===== src/rtl/scpu_mem_sequencer_if.sv =====
// scpu_mem_sequencer_if: host loader, CPU byte-port and SRAM signals of the sequencer.
// Latency: none, this is wiring only.
// Backpressure: carried by host_req/host_ack and by cpu_enable inside the sequencer.
// Modports: slave = sequencer view, master = host/CPU/SRAM environment view.
interface scpu_mem_sequencer_if #(
  parameter int AW = 9,
  parameter int DW = 8
);
  // host loader port
  logic          host_req;
  logic          host_we;
  logic [AW-1:0] host_addr;
  logic [DW-1:0] host_wdata;
  logic          host_go;
  logic          host_stop;
  logic          host_ack;
  logic [DW-1:0] host_rdata;
  // CPU instruction / data byte ports
  logic [AW-1:0] cpu_i_addr;
  logic          cpu_d_req;
  logic          cpu_d_we;
  logic [AW-1:0] cpu_d_addr;
  logic [DW-1:0] cpu_d_wdata;
  logic          cpu_halt;
  logic [DW-1:0] cpu_i_rdata;
  logic [DW-1:0] cpu_d_rdata;
  logic          cpu_enable;
  logic          cpu_start;
  // single-port synchronous-read SRAM
  logic [AW-1:0] mem_addr;
  logic          mem_we;
  logic [DW-1:0] mem_wdata;
  logic [DW-1:0] mem_rdata;

  modport slave (
    input  host_req, host_we, host_addr, host_wdata, host_go, host_stop,
    input  cpu_i_addr, cpu_d_req, cpu_d_we, cpu_d_addr, cpu_d_wdata, cpu_halt,
    input  mem_rdata,
    output host_ack, host_rdata, cpu_i_rdata, cpu_d_rdata, cpu_enable, cpu_start,
    output mem_addr, mem_we, mem_wdata
  );

  modport master (
    output host_req, host_we, host_addr, host_wdata, host_go, host_stop,
    output cpu_i_addr, cpu_d_req, cpu_d_we, cpu_d_addr, cpu_d_wdata, cpu_halt,
    output mem_rdata,
    input  host_ack, host_rdata, cpu_i_rdata, cpu_d_rdata, cpu_enable, cpu_start,
    input  mem_addr, mem_we, mem_wdata
  );
endinterface


===== src/rtl/scpu_mem_sequencer.sv =====
// scpu_mem_sequencer: run control for the serial CPU and arbitration of its single-port SRAM.
// Latency: host access acks 2 cycles after grant; CPU read bytes are visible 2 cycles after grant.
// Backpressure: one host access outstanding at a time; a CPU data access stalls fetch via cpu_enable.
// Ports: clk/rst; bus (host loader, CPU byte ports, SRAM side);
//        state (0 IDLE, 1 START, 2 RUN, 3 HALT), timeout (sticky watchdog flag), run_cycles.
module scpu_mem_sequencer #(
  parameter int AW             = 9,
  parameter int DW             = 8,
  parameter int MAX_RUN_CYCLES = 16'hFFFF
) (
  input  logic                clk,
  input  logic                rst,
  scpu_mem_sequencer_if.slave bus,
  output logic [1:0]          state,
  output logic                timeout,
  output logic [15:0]         run_cycles
);

  typedef enum logic [1:0] {
    ST_IDLE  = 2'd0,
    ST_START = 2'd1,
    ST_RUN   = 2'd2,
    ST_HALT  = 2'd3
  } st_t;

  localparam logic [15:0] WD_LAST = 16'(MAX_RUN_CYCLES - 1);

  st_t           cur_st, nxt_st;
  logic          go_pending, go_pending_nxt;
  logic          host_p1, host_p1_rd, host_ack_r;
  logic          i_p1, d_p1;
  logic          host_own, host_busy, host_grant, go_eff, wd_fire, timeout_set;
  logic          enable_c, start_c;
  logic [AW-1:0] addr_c;
  logic          we_c;
  logic [DW-1:0] wdata_c;
  logic [DW-1:0] host_rdata_r, i_rdata_r, d_rdata_r;

  assign host_own  = (cur_st == ST_IDLE) || (cur_st == ST_HALT);
  // Outstanding from the cycle after grant through the ack cycle; the grant
  // cycle itself is covered by host_grant.
  assign host_busy = host_p1 | host_ack_r;
  // rst gating keeps mem_* at zero while reset is held even if host_req is high.
  assign host_grant = host_own & bus.host_req & ~host_busy & ~rst;
  assign go_eff     = bus.host_go | go_pending;
  assign wd_fire    = (run_cycles == WD_LAST);

  always_ff @(posedge clk or posedge rst) begin
    if (rst) begin
      cur_st     <= ST_IDLE;
      go_pending <= 1'b0;
    end else begin
      cur_st     <= nxt_st;
      go_pending <= go_pending_nxt;
    end
  end

  always_comb begin
    nxt_st         = cur_st;
    go_pending_nxt = go_pending;
    timeout_set    = 1'b0;
    enable_c       = 1'b0;
    start_c        = 1'b0;
    addr_c         = '0;
    we_c           = 1'b0;
    wdata_c        = '0;
    case (cur_st)
      ST_IDLE, ST_HALT: begin
        if (host_grant) begin
          addr_c  = bus.host_addr;
          we_c    = bus.host_we;
          wdata_c = bus.host_wdata;
        end
        // A go that overlaps a host access waits until the ack cycle, so
        // START lands in the cycle after host_ack.
        if (go_eff) begin
          if (host_grant || host_p1) begin
            go_pending_nxt = 1'b1;
          end else begin
            go_pending_nxt = 1'b0;
            nxt_st         = ST_START;
          end
        end
      end
      ST_START: begin
        start_c  = 1'b1;
        enable_c = 1'b1;
        nxt_st   = ST_RUN;
      end
      ST_RUN: begin
        if (bus.cpu_d_req) begin
          addr_c  = bus.cpu_d_addr;
          we_c    = bus.cpu_d_we;
          wdata_c = bus.cpu_d_wdata;
        end else begin
          addr_c   = bus.cpu_i_addr;
          enable_c = 1'b1;
        end
        if (bus.cpu_halt) begin
          nxt_st = ST_HALT;
        end else if (wd_fire) begin
          nxt_st      = ST_HALT;
          timeout_set = 1'b1;
        end else if (bus.host_stop) begin
          nxt_st = ST_IDLE;
        end
      end
      default: nxt_st = ST_IDLE;
    endcase
  end

  // Read pipelines, run counter and watchdog flag.
  always_ff @(posedge clk or posedge rst) begin
    if (rst) begin
      host_p1      <= 1'b0;
      host_p1_rd   <= 1'b0;
      host_ack_r   <= 1'b0;
      i_p1         <= 1'b0;
      d_p1         <= 1'b0;
      host_rdata_r <= '0;
      i_rdata_r    <= '0;
      d_rdata_r    <= '0;
      run_cycles   <= '0;
      timeout      <= 1'b0;
    end else begin
      host_p1    <= host_grant;
      host_p1_rd <= host_grant & ~bus.host_we;
      host_ack_r <= host_p1;
      if (host_p1 && host_p1_rd) host_rdata_r <= bus.mem_rdata;

      i_p1 <= (cur_st == ST_RUN) & ~bus.cpu_d_req;
      d_p1 <= (cur_st == ST_RUN) & bus.cpu_d_req & ~bus.cpu_d_we;
      if (i_p1) i_rdata_r <= bus.mem_rdata;
      if (d_p1) d_rdata_r <= bus.mem_rdata;

      // Clearing on entry makes the START cycle already show the fresh values.
      if (nxt_st == ST_START && cur_st != ST_START) begin
        run_cycles <= '0;
        timeout    <= 1'b0;
      end else if (cur_st == ST_RUN) begin
        if (run_cycles != 16'hFFFF) run_cycles <= run_cycles + 16'd1;
        if (timeout_set) timeout <= 1'b1;
      end
    end
  end

  assign state           = cur_st;
  assign bus.host_ack    = host_ack_r;
  assign bus.host_rdata  = host_rdata_r;
  assign bus.cpu_i_rdata = i_rdata_r;
  assign bus.cpu_d_rdata = d_rdata_r;
  assign bus.cpu_enable  = enable_c;
  assign bus.cpu_start   = start_c;
  assign bus.mem_addr    = addr_c;
  assign bus.mem_we      = we_c;
  assign bus.mem_wdata   = wdata_c;

endmodule


===== src/flat_wrapper.sv =====
// flat-port wrapper written by rule: the top's interface ports become plain ports
module scpu_mem_sequencer_flat 
#(
  parameter int AW             = 9,
  parameter int DW             = 8,
  parameter int MAX_RUN_CYCLES = 16'hFFFF
)
  (clk, rst, state, timeout, run_cycles, bus_host_req, bus_host_we, bus_host_addr, bus_host_wdata, bus_host_go, bus_host_stop, bus_cpu_i_addr, bus_cpu_d_req, bus_cpu_d_we, bus_cpu_d_addr, bus_cpu_d_wdata, bus_cpu_halt, bus_mem_rdata, bus_host_ack, bus_host_rdata, bus_cpu_i_rdata, bus_cpu_d_rdata, bus_cpu_enable, bus_cpu_start, bus_mem_addr, bus_mem_we, bus_mem_wdata);
  scpu_mem_sequencer_if #(.AW(AW), .DW(DW)) bus_i ();
  input  logic clk;
  input  logic rst;
  output logic [1:0] state;
  output logic timeout;
  output logic [15:0] run_cycles;
  input wire logic [$bits(bus_i.host_req)-1:0] bus_host_req;
  input wire logic [$bits(bus_i.host_we)-1:0] bus_host_we;
  input wire logic [$bits(bus_i.host_addr)-1:0] bus_host_addr;
  input wire logic [$bits(bus_i.host_wdata)-1:0] bus_host_wdata;
  input wire logic [$bits(bus_i.host_go)-1:0] bus_host_go;
  input wire logic [$bits(bus_i.host_stop)-1:0] bus_host_stop;
  input wire logic [$bits(bus_i.cpu_i_addr)-1:0] bus_cpu_i_addr;
  input wire logic [$bits(bus_i.cpu_d_req)-1:0] bus_cpu_d_req;
  input wire logic [$bits(bus_i.cpu_d_we)-1:0] bus_cpu_d_we;
  input wire logic [$bits(bus_i.cpu_d_addr)-1:0] bus_cpu_d_addr;
  input wire logic [$bits(bus_i.cpu_d_wdata)-1:0] bus_cpu_d_wdata;
  input wire logic [$bits(bus_i.cpu_halt)-1:0] bus_cpu_halt;
  input wire logic [$bits(bus_i.mem_rdata)-1:0] bus_mem_rdata;
  output wire logic [$bits(bus_i.host_ack)-1:0] bus_host_ack;
  output wire logic [$bits(bus_i.host_rdata)-1:0] bus_host_rdata;
  output wire logic [$bits(bus_i.cpu_i_rdata)-1:0] bus_cpu_i_rdata;
  output wire logic [$bits(bus_i.cpu_d_rdata)-1:0] bus_cpu_d_rdata;
  output wire logic [$bits(bus_i.cpu_enable)-1:0] bus_cpu_enable;
  output wire logic [$bits(bus_i.cpu_start)-1:0] bus_cpu_start;
  output wire logic [$bits(bus_i.mem_addr)-1:0] bus_mem_addr;
  output wire logic [$bits(bus_i.mem_we)-1:0] bus_mem_we;
  output wire logic [$bits(bus_i.mem_wdata)-1:0] bus_mem_wdata;
  assign bus_i.host_req = bus_host_req;
  assign bus_i.host_we = bus_host_we;
  assign bus_i.host_addr = bus_host_addr;
  assign bus_i.host_wdata = bus_host_wdata;
  assign bus_i.host_go = bus_host_go;
  assign bus_i.host_stop = bus_host_stop;
  assign bus_i.cpu_i_addr = bus_cpu_i_addr;
  assign bus_i.cpu_d_req = bus_cpu_d_req;
  assign bus_i.cpu_d_we = bus_cpu_d_we;
  assign bus_i.cpu_d_addr = bus_cpu_d_addr;
  assign bus_i.cpu_d_wdata = bus_cpu_d_wdata;
  assign bus_i.cpu_halt = bus_cpu_halt;
  assign bus_i.mem_rdata = bus_mem_rdata;
  assign bus_host_ack = bus_i.host_ack;
  assign bus_host_rdata = bus_i.host_rdata;
  assign bus_cpu_i_rdata = bus_i.cpu_i_rdata;
  assign bus_cpu_d_rdata = bus_i.cpu_d_rdata;
  assign bus_cpu_enable = bus_i.cpu_enable;
  assign bus_cpu_start = bus_i.cpu_start;
  assign bus_mem_addr = bus_i.mem_addr;
  assign bus_mem_we = bus_i.mem_we;
  assign bus_mem_wdata = bus_i.mem_wdata;
  scpu_mem_sequencer #(.AW(AW), .DW(DW), .MAX_RUN_CYCLES(MAX_RUN_CYCLES)) u_core (.clk(clk), .rst(rst), .bus(bus_i), .state(state), .timeout(timeout), .run_cycles(run_cycles));
endmodule

===== config.mk =====
export PLATFORM = sky130hd
export DESIGN_NAME = scpu_mem_sequencer_flat
export DESIGN_NICKNAME = d
export VERILOG_FILES = /design/src/rtl/scpu_mem_sequencer_if.sv /design/src/rtl/scpu_mem_sequencer.sv /design/src/flat_wrapper.sv
export SDC_FILE = /design/constraint.sdc
export NUM_CORES = 1
export LEC_CHECK = 0
export CAP_MARGIN = 20
export CORE_MARGIN = 3
export CORE_UTILIZATION = 38
export DETAILED_ROUTE_END_ITERATION = 10
export PLACE_DENSITY = 0.85
export REMOVE_ABC_BUFFERS = 1
export SLEW_MARGIN = 10
export SYNTH_ARGS = -nofsm -noshare
export SYNTH_HDL_FRONTEND = slang
export SYNTH_SLANG_ARGS = --single-unit

===== constraint.sdc =====
create_clock -name clk -period 1.8 [get_ports clk]
set_input_delay 0.18 -clock clk [delete_from_list [all_inputs] [get_ports clk]]
set_output_delay 0.18 -clock clk [all_outputs]
set_load 0.005 [all_outputs]

==> run summary <==
Max-cap violation count -> 0
Max Fanout on Critical Path -> 5
Ys flop type -> dfrtp_1
Critical path class -> reg2out
Clock Pin Slew Worst Setup and Hold Paths -> 0.09 ns
RR Startpoint -> u_core.state[0]
Netlist cell types -> 48
Crit start category -> flop
Gpl congestion -> 0.807
#FFs+latches synth -> 49
First-pass GRT wire length -> 14900 um
Critical Path RT -> 1.62 ns
Max frequency -> 488 MHz
Post-detailed-route count of antenna-violating nets -> 0
Post-CTS Hold Fix Bufs -> 0
GRT overflow -> 0
Post-synth ARST share -> 1.00
Pin count of the biggest net entering global routing -> 50
# rows -> 30
Final Cycle Share -> 1.14
Multiplexer share of the synthesized area -> 0.133
Final Hold Fails -> 0
Net Sw Frac -> 0.361
Clk pwr share -> 0.097
Number of port buffers -> 123
Ant diodes -> 0
Post-synthesis compound-gate area fraction -> 0.184
Sink Count -> 49
Top-area cell type share of the netlist area -> 0.452
Met1 usage -> 0.253
Mean Syn Cell Area -> 10.8 um^2
Setup-failing EPs final -> 35
DP HPWL -> 6050 um
CTS root buf -> clkbuf_8
Starting density of the core -> 0.395
Combinational power share -> 0.651
Antenna violations before repair -> 0
Worst Skew -> 0.00558 ns
Post-Synth XOR/XNOR Area -> 0.00646
Global Route met3 Usage -> 0.0483
YS warnings -> 0
RSZ-0062 raised after global routing -> true
Failing checks -> negative setup slack
Gr busiest metal -> met2
WL/cell -> 17.2 um
Power Density -> 1350 nW/um^2
Final wirelength -> 9180 um
Setup ws final -> -0.249 ns
Largest area contributor in the netlist -> dfrtp_1
Fill cells -> 479
Final Util -> 0.724
CTS tree -> yes
Post-Synthesis Cells -> 252
Via count of the routed design -> 2835
Number of synthesized flops with an enable pin -> 0
Worst slew pin tran -> 0.531 ns
Area grow syn2layout -> 83.3%
Worst setup EP type -> output pin
Hold Crit Class -> in2async
Overall die height -> 90.5 um
Core area -> 6870 um^2
H-Tree Level Count -> 2
Final min period -> 2.05 ns
DRC viols -> 0
R2r endpoint -> u_core.run_cycles[10]
I/O pin count -> 124
GRT Util Overall -> 0.225
R2R depth -> 8
Leak -> 0.00213 uW
Vias/cell -> 5.30
Simple-gate share of the synthesized area -> 0.161
Post-synthesis adder-cell area fraction -> 0.0231
Post-Syn Area -> 2710 um^2
Final nets -> 503
Skew-Pair Late Insertion Delay -> 0.30 ns
Initial DRC count -> 74
Fin. max-slew vios -> 0
Largest family of logic cells by synthesized area -> compound AO/OA/AOI/OAI gates
1st-pass router iterations -> 4
P_sw -> 2430 uW
Power Total -> 6710 uW
Vias in the first global route -> 3121
DIE AREA -> 8190 um^2
Peak VDD IR -> 0.739 mV
CTS Buf Count -> 5
Critical path arrival -> 1.87 ns
DIE WIDTH -> 90.5 um
Rel. slew slack -> 0.642
Synth area leaders -> dfrtp_1 (45%), mux2_2 (10%), a22oi_1 (4.7%), nor2_1 (4.6%), mux2i_1 (3.3%)
Clock Path Buffers -> 2
R2R setup slack -> -0.17 ns
Layout cells sized above 1 -> 0.408
Seq/Total Area, Yosys -> 0.452
Status -> finished, violations left
Internal -> 4290 uW
Seq pwr share -> 0.252
GR Layer Usage met2 -> 0.410
-- metal layers --
| metal | vias to the layer above | routed length (um) |
|---|---|---|
| met5 | - | 0 |
| met3 | 18 | 524 |
| met2 | 143 | 4830 |
| met4 | 0 | 241 |
| li1 | 1308 | - |
| met1 | 1366 | 3580 |
-- repair_timing --
item | CTS | global route
cloned | 4 | 1
endpoints found under the setup margin | 37 | 36
pin swaps | 35 | 20
gates resized for setup | 128 | 15
setup buffers | 21 | 1
-- through the flow --
stage | TNS, ns | setup WS [ns] | hold slack, ns | area (um^2) | instances
finish | -5.23 | -0.249 | 0.307 | 4970 | 535
detailed placement | -13.20 | -0.449 | 0.450 | 4400 | 502
CTS | -5.73 | -0.256 | 0.316 | 4920 | 535
global placement | -10.72 | -0.351 | 0.447 | 4400 | 502
floorplan | -5.79 | -0.362 | 0.246 | 2630 | 237
global route | -7.17 | -0.321 | 0.324 | 4970 | 535
-- cell usage after synthesis, types with 2 or more instances --
library cell and number:
mux2_2 24, mux2i_1 9, a22oi_2 6, inv_1 8
buf_2 2, o21ai_0 8, nand4_1 4, nand3_1 4
clkbuf_1 9, nor2b_1 2, nor3b_1 2, dfrtp_1 49
or3_1 8, buf_6 3, or4_1 4, ha_1 5
nor2_1 33, a21oi_1 13, o31ai_1 5, nand2_1 7
a22oi_1 17, and4_1 4
-- layout make-up --
class / count / area (um^2) / area share
repair buffers: 194 / 1880 / 0.378
inverters: 8 / 33.8 / 0.00680
well taps: 96 / 120 / 0.0242
clock inverters: 1 / 7.51 / 0.00151
clock buffers: 7 / 76.3 / 0.0154
flip-flops and latches: 49 / 1230 / 0.247
multi-input cells: 180 / 1630 / 0.328
-- worst max-delay path, cell delays in order (launching register included) --
cell and delay, ns:
dfrtp_1 0.44, ha_4 0.27, and3b_2 0.27, buf_16 0.16, buf_8 0.12, a22oi_2 0.15, nor2_1 0.05, buf_2 0.12
-- cell usage in the layout, fill, tap and decap left out, types with 3 or more instances in the layout --
cell type	netlist	final
and4_1	4	4
nor2_1	33	32
ha_4	0	4
nand4_1	4	4
inv_1	8	4
nand3_1	4	4
o31ai_1	5	4
clkdlybuf4s50_1	0	103
o21ai_0	8	8
a21oi_2	0	11
dfrtp_1	49	49
buf_12	0	8
nand2_1	7	7
clkbuf_8	0	5
buf_6	3	8
buf_2	2	18
or3_1	8	8
mux2i_1	9	9
or4_1	4	4
buf_8	0	3
a22oi_2	6	21
inv_2	0	3
mux2_2	24	24
buf_4	0	49
-- registers in the layout (all words and copies together) (netlist names) --
register / cells
u_core.run_cycles: 16
u_core.host_p1: 1
u_core.host_p1_rd: 1
u_core.bus.host_ack: 1
u_core.bus.cpu_i_rdata: 8
u_core.i_p1: 1
u_core.d_p1: 1
u_core.bus.cpu_d_rdata: 8
u_core.state: 2
u_core.bus.host_rdata: 8
u_core.go_pending: 1
u_core.timeout: 1
-- power groups by stage --
stage	combinational, uW	clock (uW)	sequential, uW
after CTS	4230	660	1690
after global routing	4630	706	1740
after floorplan	1230	0	1720
final	4370	649	1690
after detailed placement	3230	0	1700
after global placement	3160	0	1670
-- worst max-delay path by stage --
stage               startpoint                     to  slack, ns  cells past startpoint
5_1_grt        u_core.state[1]       bus_mem_wdata[6]      -0.32                      7
4_1_cts        u_core.state[1]       bus_mem_wdata[7]      -0.26                      7
3_5_place_dp               rst       bus_mem_wdata[7]      -0.45                      7
2_1_floorplan  u_core.state[0]  u_core.run_cycles[10]      -0.36                      5
3_3_place_gp      bus_host_req       bus_mem_wdata[6]      -0.35                      7
6_report       u_core.state[1]       bus_mem_wdata[0]      -0.25                      7
-- cell families (layout without fill, tap and decap cells) --
group / after synthesis / after routing
simple gates: 80 / 80
flops: 49 / 49
fa+ha+maj: 5 / 5
compound gates: 60 / 60
mux: 33 / 33
buf+inv: 23 / 210
xor+xnor: 2 / 2
Note: power is estimated with default switching activity, not from simulation.
